$ cat src/rtl/zigzag_rle_encoder.sv
// Captures a quantized 8x8 block, rescans it in zigzag order and emits (run, value) symbols with ZRL/EOB.
// Optional build macro ZZ_DC_DPCM_EN: DC symbol carries the difference from the previous block's DC.
module zigzag_rle_encoder #(
  parameter int COEFF_W     = 16,
  parameter int NUM_SAMPLES = 64
) (
  input  logic                           clk,
  input  logic                           rst_n,
  input  logic                           enable,
  input  logic [NUM_SAMPLES*COEFF_W-1:0] quant_in,
  input  logic                           quant_valid,
  output logic                           in_ready,
  output logic                           overrun,
  output logic                           sym_valid,
  input  logic                           sym_ready,
  output logic [3:0]                     sym_run,
  output logic [COEFF_W-1:0]             sym_value,
  output logic                           sym_dc,
  output logic                           sym_eob,
  output logic                           sym_last,
  output logic                           done,
  output logic                           busy
);

  typedef enum logic [1:0] {
    S_IDLE = 2'd0,
    S_SCAN = 2'd1,
    S_EOB  = 2'd2
  } state_t;

  localparam int ZZ_MAP [64] = '{
     0,  1,  8, 16,  9,  2,  3, 10, 17, 24, 32, 25, 18, 11,  4,  5,
    12, 19, 26, 33, 40, 48, 41, 34, 27, 20, 13,  6,  7, 14, 21, 28,
    35, 42, 49, 56, 57, 50, 43, 36, 29, 22, 15, 23, 30, 37, 44, 51,
    58, 59, 52, 45, 38, 31, 39, 46, 53, 60, 61, 54, 47, 55, 62, 63
  };

  state_t state_reg, state_next;

  logic [COEFF_W-1:0]     coef_reg [NUM_SAMPLES];
  logic [NUM_SAMPLES-1:0] nz_in;
  logic [NUM_SAMPLES-1:0] nz_mask_reg;
  logic [5:0]             lnz_in, lnz_reg;
  logic                   any_nz_in, any_nz_reg;
  logic [5:0]             zz_reg;
  logic [3:0]             run_reg, run_next;

  logic                   sym_valid_reg, sym_dc_reg, sym_eob_reg, sym_last_reg;
  logic [3:0]             sym_run_reg;
  logic [COEFF_W-1:0]     sym_value_reg;
  logic                   overrun_reg, done_reg, busy_reg;

  logic                   capture, free, last_acc, step, eob_step;
  logic                   cur_nz, at_end, last_here, zrl;
  logic [COEFF_W-1:0]     cur_val, dc_value;

  logic                   emit, emit_dc, emit_eob, emit_last;
  logic [3:0]             emit_run;
  logic [COEFF_W-1:0]     emit_val;

  assign in_ready = rst_n && (state_reg == S_IDLE);
  assign capture  = quant_valid && in_ready;
  // The output register may take a new symbol unless it holds an unaccepted one or the final one.
  assign free     = !sym_valid_reg || (sym_ready && !sym_last_reg);
  assign last_acc = sym_valid_reg && sym_ready && sym_last_reg;
  assign step     = (state_reg == S_SCAN) && enable && free;
  assign eob_step = (state_reg == S_EOB) && enable && free;

  assign cur_nz    = nz_mask_reg[zz_reg];
  assign cur_val   = coef_reg[zz_reg];
  assign at_end    = any_nz_reg ? (zz_reg == lnz_reg) : (zz_reg == 6'd0);
  assign last_here = any_nz_reg && (lnz_reg == 6'd63) && at_end;
  assign zrl       = (zz_reg < lnz_reg) && (run_reg == 4'd15);

  generate
    for (genvar gi = 0; gi < NUM_SAMPLES; gi++) begin : g_nz
      assign nz_in[gi] = |quant_in[ZZ_MAP[gi]*COEFF_W +: COEFF_W];
    end
  endgenerate

  always_comb begin
    lnz_in    = 6'd0;
    any_nz_in = 1'b0;
    for (int i = 1; i < NUM_SAMPLES; i++) begin
      if (nz_in[i]) begin
        lnz_in    = 6'(i);
        any_nz_in = 1'b1;
      end
    end
  end

  always_ff @(posedge clk) begin
    if (capture) begin
      for (int i = 0; i < NUM_SAMPLES; i++) begin
        coef_reg[i] <= quant_in[ZZ_MAP[i]*COEFF_W +: COEFF_W];
      end
    end
  end

`ifdef ZZ_DC_DPCM_EN
  logic [COEFF_W-1:0] pred_reg;

  assign dc_value = coef_reg[0] - pred_reg;

  always_ff @(posedge clk or negedge rst_n) begin
    if (!rst_n) begin
      pred_reg <= '0;
    end else if (sym_valid_reg && sym_ready && sym_dc_reg) begin
      pred_reg <= coef_reg[0];
    end
  end
`else
  assign dc_value = coef_reg[0];
`endif

  always_ff @(posedge clk or negedge rst_n) begin
    if (!rst_n) state_reg <= S_IDLE;
    else        state_reg <= state_next;
  end

  always_comb begin
    state_next = state_reg;
    case (state_reg)
      S_IDLE: if (capture) state_next = S_SCAN;
      S_SCAN: begin
        if (last_acc) state_next = S_IDLE;
        else if (step && at_end && !last_here) state_next = S_EOB;
      end
      S_EOB:  if (last_acc) state_next = S_IDLE;
      default: state_next = S_IDLE;
    endcase
  end

  always_comb begin
    emit      = 1'b0;
    emit_run  = 4'd0;
    emit_val  = '0;
    emit_dc   = 1'b0;
    emit_eob  = 1'b0;
    emit_last = 1'b0;
    run_next  = run_reg;
    if (step) begin
      if (zz_reg == 6'd0) begin
        emit      = 1'b1;
        emit_dc   = 1'b1;
        emit_val  = dc_value;
        emit_last = last_here;
      end else if (cur_nz) begin
        emit      = 1'b1;
        emit_run  = run_reg;
        emit_val  = cur_val;
        emit_last = last_here;
        run_next  = 4'd0;
      end else if (zrl) begin
        emit     = 1'b1;
        emit_run = 4'd15;
        run_next = 4'd0;
      end else begin
        run_next = run_reg + 4'd1;
      end
    end else if (eob_step) begin
      emit      = 1'b1;
      emit_eob  = 1'b1;
      emit_last = 1'b1;
    end
  end

  always_ff @(posedge clk or negedge rst_n) begin
    if (!rst_n) begin
      nz_mask_reg   <= '0;
      lnz_reg       <= 6'd0;
      any_nz_reg    <= 1'b0;
      zz_reg        <= 6'd0;
      run_reg       <= 4'd0;
      sym_valid_reg <= 1'b0;
      sym_run_reg   <= 4'd0;
      sym_value_reg <= '0;
      sym_dc_reg    <= 1'b0;
      sym_eob_reg   <= 1'b0;
      sym_last_reg  <= 1'b0;
      overrun_reg   <= 1'b0;
      done_reg      <= 1'b0;
      busy_reg      <= 1'b0;
    end else begin
      overrun_reg <= quant_valid && !in_ready;
      done_reg    <= last_acc;
      if (capture) begin
        nz_mask_reg <= nz_in;
        lnz_reg     <= lnz_in;
        any_nz_reg  <= any_nz_in;
        zz_reg      <= 6'd0;
        run_reg     <= 4'd0;
        busy_reg    <= 1'b1;
      end else begin
        run_reg <= run_next;
        if (step && !at_end) zz_reg <= zz_reg + 6'd1;
      end
      if (last_acc) busy_reg <= 1'b0;
      if (sym_valid_reg && sym_ready) sym_valid_reg <= 1'b0;
      if (emit) begin
        sym_valid_reg <= 1'b1;
        sym_run_reg   <= emit_run;
        sym_value_reg <= emit_val;
        sym_dc_reg    <= emit_dc;
        sym_eob_reg   <= emit_eob;
        sym_last_reg  <= emit_last;
      end
    end
  end

  assign overrun   = overrun_reg;
  assign sym_valid = sym_valid_reg;
  assign sym_run   = sym_run_reg;
  assign sym_value = sym_value_reg;
  assign sym_dc    = sym_dc_reg;
  assign sym_eob   = sym_eob_reg;
  assign sym_last  = sym_last_reg;
  assign done      = done_reg;
  assign busy      = busy_reg;

endmodule

$ cat config.mk
export PLATFORM = sky130hd
export DESIGN_NAME = zigzag_rle_encoder
export DESIGN_NICKNAME = d
export VERILOG_FILES = /design/src/rtl/zigzag_rle_encoder.sv
export SDC_FILE = /design/constraint.sdc
export NUM_CORES = 1
export LEC_CHECK = 0
export CELL_PAD_IN_SITES_DETAIL_PLACEMENT = 1
export CELL_PAD_IN_SITES_GLOBAL_PLACEMENT = 2
export CORE_AREA = 2 2 411 413
export CTS_BUF_LIST = sky130_fd_sc_hd__clkbuf_4 sky130_fd_sc_hd__clkbuf_8
export DETAILED_ROUTE_END_ITERATION = 16
export DIE_AREA = 0 0 413 415
export GPL_ROUTABILITY_DRIVEN = 0
export GPL_TIMING_DRIVEN = 0
export HOLD_SLACK_MARGIN = 0.15
export PLACE_DENSITY_LB_ADDON = 0.1
export SLEW_MARGIN = 40
export SYNTH_ARGS = -nofsm -noshare
export SYNTH_HDL_FRONTEND = slang
export SYNTH_SLANG_ARGS = --single-unit
$ cat constraint.sdc
create_clock -name clk -period 76 [get_ports clk]
set_clock_uncertainty 0.1 [all_clocks]
set_input_delay 15.2 -clock clk [delete_from_list [all_inputs] [get_ports clk]]
set_output_delay 15.2 -clock clk [all_outputs]
set_load 0.05 [all_outputs]
==> results of run 1 <==
-- worst reg2reg max path: stages, from the launching register on --
cell and delay, ns:
dfrtp_1 0.42, nor3b_1 0.64, nand2_1 0.36, clkbuf_1 0.34
clkinv_1 0.23, clkbuf_4 0.25, buf_12 0.25, buf_12 0.27
buf_12 0.31, buf_12 0.28, buf_12 0.28, buf_12 0.26
buf_16 0.23
-- routing by layer --
layer,vias to the layer above,routed length [um]
met5,-,218
met4,36,4390
met3,273,13100
met2,1240,114000
met1,16700,84800
li1,13200,-
-- placed cells by master, fill, tap and decap left out, drive strengths merged, types with 3 or more instances in the layout --
master         netlist  layout
clkbuf              56     323
xnor2                3       3
bufinv               0       5
a21o                 5       5
a21oi               22      22
nor2                43      43
mux2                16      16
nand4               54      54
nor2b               12      12
and2                20      20
a221o               20      20
a22oi                6       6
a211oi               7       7
and4                35      35
ha                   9       9
o211ai               4       4
nand2b              10      10
o22ai                3       3
inv                 23      32
mux2i               41      41
nor4               265     265
clkinvlp             0       3
o21ai               64      64
a31oi                5       5
a2111oi              3       3
clkdlybuf4s50        0    1055
nand3               19      19
or2                  3       3
nand2              162     162
clkinv               1      79
diode                0      26
dfrtp              110     110
edfxtp            1024    1024
nor3                11      11
buf                 50      83
mux4               324     324
-- cell families (layout without fill, tap and decap cells) --
family / after synthesis / after routing / share of synthesized area (%)
AO/OA/AOI/OAI: 165 / 165 / 2.36
XOR/XNOR: 5 / 5 / 0.0935
adder cells (fa/ha/maj): 9 / 9 / 0.240
buffers and inverters: 130 / 1580 / 1.30
flip-flops: 1134 / 1134 / 71.5
multiplexers: 381 / 381 / 16.8
other: 0 / 26 / 0
AND/OR/NAND/NOR: 646 / 646 / 7.68
-- cell type report --
class	count	share of cell area, %
multi-input cells	1206	19.7
repair buffers	1088	17.3
clock buffers	267	5.06
flip-flops and latches	1134	51.6
diodes	26	0.100
well taps	2204	4.25
inverters	24	0.139
plain buffers	106	0.852
clock inverters	95	0.974
-- synth_stat cells, types with 7 or more instances --
master / number / share of area (%)
edfxtp_1: 1024 / 66
mux4_2: 324 / 16
nor4_1: 265 / 3.5
nand2_1: 162 / 1.3
dfrtp_1: 110 / 5.9
clkbuf_1: 56 / 0.45
nand4_1: 54 / 0.72
o21ai_0: 48 / 0.51
nor2_1: 43 / 0.34
mux2i_1: 41 / 0.88
and4_1: 35 / 0.65
buf_2: 23 / 0.25
inv_1: 23 / 0.18
a21oi_1: 22 / 0.23
a221o_1: 20 / 0.43
and2_1: 20 / 0.27
nand3_1: 19 / 0.20
mux2_2: 16 / 0.38
o21ai_1: 16 / 0.17
buf_1: 13 / 0.10
nor2b_1: 12 / 0.16
nor3_1: 11 / 0.12
buf_6: 10 / 0.24
nand2b_1: 10 / 0.13
ha_1: 9 / 0.24
a211oi_1: 7 / 0.11
-- power breakdown --
part	switching [mW]	internal (mW)	leakage, nW	total, mW
combinational	0.458	0.319	8.40	0.777
sequential	0.0289	0.761	10.6	0.790
clock	0.269	0.299	2.09	0.568
total	0.755	1.38	21.1	2.13
-- per-stage QoR --
step / area [sq um] / hold slack, ns / std cells
6_report: 64900 / 0.376 / 6150
4_1_cts: 64800 / 0.376 / 6124
3_3_place_gp: 60200 / 0.357 / 5730
2_1_floorplan: 46900 / 0.340 / 2470
5_1_grt: 64900 / 0.403 / 6139
3_5_place_dp: 60900 / 0.363 / 5762
-- worst paths after layout --
kind | start | endpoint | slack [ns] | cells after the start
min | nz_mask_reg[46]$_DFFE_PN0P_ | nz_mask_reg[46]$_DFFE_PN0P_ | 0.38 | 2
max reg2reg | state_reg[1]$_DFFE_PN0P_ | coef_reg[1][0]$_DFFE_PP_ | 71.48 | 12
max | rst_n | in_ready | 43.21 | 4
max in group asynchronous | rst_n | sym_value[13]$_DFFE_PN0P_ | 60.98 | 2
min reg2reg | nz_mask_reg[46]$_DFFE_PN0P_ | nz_mask_reg[46]$_DFFE_PN0P_ | 0.38 | 2
min in group asynchronous | rst_n | overrun$_DFF_PN0_ | 14.08 | 1
==> flow_metrics.env, run 1 <==
export IMPL_status="finished clean"
export IMPL_ys_async_sr_fraction_pct=9.70
export IMPL_cts_setup_buffers=0
export IMPL_fin_ws_ns=43.21
export IMPL_fill_cells=16800
export IMPL_core_area_sq_um=167000
export IMPL_ioPinCount=1057
export IMPL_fin_crit_sh_pct=43.1
export IMPL_overflow=0
export IMPL_ys_seq_area_share_pct=71.5
export IMPL_grt_pass1_vias=35100
export IMPL_synth_edf_count=1024
export IMPL_final_min_clock_period_ns=32.79
export IMPL_rsz0062_at_grt="no"
export IMPL_htreeDepth=4
export IMPL_netlist_area_sq_um=46900
export IMPL_use_met2_pct=44.7
export IMPL_worst_slew_pin_slew_ns=0.938
export IMPL_drtIter0Drc=2408
export IMPL_worstPathRequired_ns=60.70
export IMPL_hold_path_class="flip-flop to flip-flop"
export IMPL_critPathKind="input port to output port"
export IMPL_portBuffers=1056
export IMPL_hold_viol=0
export IMPL_firstDrtPassIters=7
export IMPL_p_leak_nw=21.1
export IMPL_cp_arrival_ns=17.49
export IMPL_ys_flop_type="edfxtp_1"
export IMPL_die_w_um=413
export IMPL_largest_reg_flops=1024
export IMPL_use_met3_pct=5.49
export IMPL_routed_via_count=31500
export IMPL_post_place_ws_ns=43.05
export IMPL_syn_avg_cell_area_sq_um=19.0
export IMPL_cpMaxStageDelayCell="clkdlybuf4s50_1"
export IMPL_maxCapViolations=0
export IMPL_worstSetupEndpointType="output port"
export IMPL_critPathMaxStageDelay_ns=0.94
export IMPL_max_slew_margin_pct=36.9
export IMPL_dieHeight_um=415
export IMPL_layout_nets=4798
export IMPL_seqCellArea_sq_um=33500
export IMPL_cp_start_kind="input port"
export IMPL_detail_route_antenna_nets=0
export IMPL_critPathTopFamily="buffers and inverters"
export IMPL_drv_slew=0
export IMPL_cts_max_path_buffers=3
export IMPL_drive_above_1_share_pct=19.5
export IMPL_die_area_sq_um=171000
export IMPL_clk_latency_ns=0.93
export IMPL_rows=150
export IMPL_syn_nets=3508
export IMPL_ys_ff_latch=1134
export IMPL_setup_viol=0
export IMPL_grt_usage_pct=24.9
export IMPL_grt_use_met1_pct=30.1
export IMPL_hpwl_um=178000
export IMPL_utilization_pct=38.9
export IMPL_post_cts_resize_count=0
export IMPL_p_total_mw=2.13
export IMPL_syn_to_final_growth_pct=38.5
export IMPL_powerDensity_nw_per_um2=32.9
export IMPL_numCtsBuffers=200
export IMPL_vias_per_cell=5.13
export IMPL_syn_inst=2470
export IMPL_clk_transition_reported_paths_ns=0.05
export IMPL_synth_warnings=0
export IMPL_wire_per_inst_um=35.2
export IMPL_timing_critical_path_buf_inv=3
export IMPL_busiest_layer="met2"
export IMPL_grt_pass1_wl_um=292000
export IMPL_finalWirelength_um=216000
export IMPL_numClockSinks=1134
export IMPL_multi_input_area_sq_um=12800
export IMPL_drcViolationCount=0
export IMPL_grt_max_degree=69
export IMPL_tns_ns=0
export IMPL_root_buffer="clkbuf_8"
export IMPL_antenna_found_initial=51
export IMPL_initial_core_util_pct=28.1
export IMPL_cts_tree="built"
export IMPL_vdd_ir_drop_max_uv=16.1
export IMPL_max_freq_ghz=0.0305
export IMPL_cts_hold_buffers=0
export IMPL_netlist_cell_type_count=65
export IMPL_path_cells="buf_8 > buf_16 > nor3b_1 > clkdlybuf4s50_1"
export IMPL_path_max_fanout=68
No activity file was read; power rests on OpenSTA's default activity.
==> inputs of run 2 (changes only) <==
Clock period 76 ns to 33.7 ns, I/O delays scaled along.
==> flow_metrics.env, run 2 (same netlist as run 1, synthesis figures left out) <==
export IMPL_antenna_found_initial=56
export IMPL_cp_start_kind="input port"
export IMPL_crit_end="in_ready"
export IMPL_cts_tree="built"
export IMPL_final_cell_mix="clkdlybuf4s50_1 (1055), edfxtp_1 (1024), mux4_2 (324)"
export IMPL_rrSetupSlack_ns=29.22
export IMPL_clk_transition_reported_paths_ns=0.05
export IMPL_powerDensity_nw_per_um2=74.5
export IMPL_cp_arrival_ns=8.98
export IMPL_numClockSinks=1134
export IMPL_p_leak_nw=21.0
export IMPL_drcViolationCount=0
export IMPL_die_area_sq_um=171000
export IMPL_drtIter0Drc=2567
export IMPL_htreeDepth=4
export IMPL_portBuffers=1056
export IMPL_cpMaxStageDelayCell="clkdlybuf4s50_1"
export IMPL_routed_via_count=31500
export IMPL_post_cts_resize_count=0
export IMPL_worstSetupEndpointType="output port"
export IMPL_core_area_sq_um=167000
export IMPL_hold_ws_ns=0.380
export IMPL_worstPathRequired_ns=26.86
export IMPL_multi_input_area_sq_um=12800
export IMPL_rr_worst_depth=14
export IMPL_rsz0062_at_grt="no"
export IMPL_firstDrtPassIters=5
export IMPL_overflow=0
export IMPL_hold_path_class="flip-flop to flip-flop"
export IMPL_max_slew_margin_pct=38.9
export IMPL_fin_crit_sh_pct=46.9
export IMPL_drv_slew=0
export IMPL_path_max_fanout=65
export IMPL_final_common_cell="clkdlybuf4s50_1"
export IMPL_dieHeight_um=415
export IMPL_detail_route_antenna_nets=0
export IMPL_cts_hold_buffers=0
export IMPL_wire_per_inst_um=35.0
export IMPL_rows=150
export IMPL_cp_startpoint="rst_n"
export IMPL_hold_viol=0
export IMPL_critPathMaxStageDelay_ns=0.93
export IMPL_final_min_clock_period_ns=15.82
export IMPL_cts_max_path_buffers=3
export IMPL_setup_viol=0
export IMPL_layout_nets=4787
export IMPL_grt_pass1_wl_um=291000
export IMPL_largest_reg_flops=1024
export IMPL_path_cells="buf_8 > buf_16 > nor3b_1 > clkdlybuf4s50_1"
export IMPL_clk_latency_ns=0.96
export IMPL_initial_core_util_pct=28.1
export IMPL_vdd_ir_drop_max_uv=40.5
export IMPL_hpwl_um=176000
export IMPL_worst_slew_pin_slew_ns=0.914
export IMPL_finalNonFillerCells=6151
export IMPL_grt_pass1_vias=34600
export IMPL_drive_above_1_share_pct=19.3
export IMPL_fill_cells=16700
export IMPL_seqCellArea_sq_um=33500
export IMPL_grt_max_degree=78
export IMPL_numCtsBuffers=203
export IMPL_max_freq_ghz=0.0632
export IMPL_status="finished clean"
export IMPL_ioPinCount=1057
export IMPL_r2r_start="zz_reg[0]$_DFFE_PN0P_"
export IMPL_timing_rr_end="sym_value[12]$_DFFE_PN0P_"
export IMPL_die_w_um=413
export IMPL_critPathKind="input port to output port"
export IMPL_dp_cells=5747
export IMPL_maxCapViolations=0
export IMPL_tns_ns=0
export IMPL_finalWirelength_um=216000
export IMPL_cts_setup_buffers=0
export IMPL_root_buffer="clkbuf_8"
export IMPL_syn_to_final_growth_pct=38.3
export IMPL_grt_usage_pct=24.8
export IMPL_vias_per_cell=5.11
## run 2: layout make-up
class,instances,area share (%)
Buffer,106,0.861
Clock inverter,102,1.00
Clock buffer,271,5.17
Multi-Input combinational cell,1206,19.7
Timing Repair Buffer,1074,17.0
Inverter,24,0.139
Antenna cell,30,0.116
Sequential cell,1134,51.7
Tap cell,2204,4.25
## run 2: how the worst min path moves through the flow
| stage | depth (start not counted) | end | slack, ns | startpoint |
|---|---|---|---|---|
| finish | 2 | nz_mask_reg[50]$_DFFE_PN0P_ | 0.38 | nz_mask_reg[50]$_DFFE_PN0P_ |
| global route | 1 | sym_eob$_DFFE_PN0P_ | 0.40 | sym_eob$_DFFE_PN0P_ |
| CTS | 2 | nz_mask_reg[15]$_DFFE_PN0P_ | 0.38 | nz_mask_reg[15]$_DFFE_PN0P_ |
| detailed placement | 2 | nz_mask_reg[60]$_DFFE_PN0P_ | 0.36 | nz_mask_reg[60]$_DFFE_PN0P_ |
| global placement | 2 | nz_mask_reg[15]$_DFFE_PN0P_ | 0.36 | nz_mask_reg[15]$_DFFE_PN0P_ |
| floorplan | 2 | nz_mask_reg[46]$_DFFE_PN0P_ | 0.34 | nz_mask_reg[46]$_DFFE_PN0P_ |
## run 2: critical path, delay by kind of cell
kind	cells	cell delay (ns)
buffers and inverters	3	1.57
AND/OR/NAND/NOR	1	0.62
## run 2: report_power, final
part           total, mW  switching (mW)  internal (mW)
combinational       1.75            1.03          0.715
clock               1.30           0.606          0.693
sequential          1.78          0.0633           1.72
## run 2: layer usage
layer	wire length, um	share of wire, %	track usage, %
met1	84600	39	30.0
met2	114000	53	44.5
met3	13000	6.0	5.54
met4	3820	1.8	5.98
met5	295	0.14	0
## run 2: metrics by stage
stage	power, mW	setup slack [ns]	instance area, sq um	utilization [%]
after floorplan	2.81	11.05	46900	-
after global placement	3.71	1.87	60200	36.1
after detailed placement	3.60	17.72	60700	36.4
after CTS	4.92	17.71	64700	38.8
after global routing	5.04	17.69	64800	38.9
final	4.83	17.88	64800	38.9
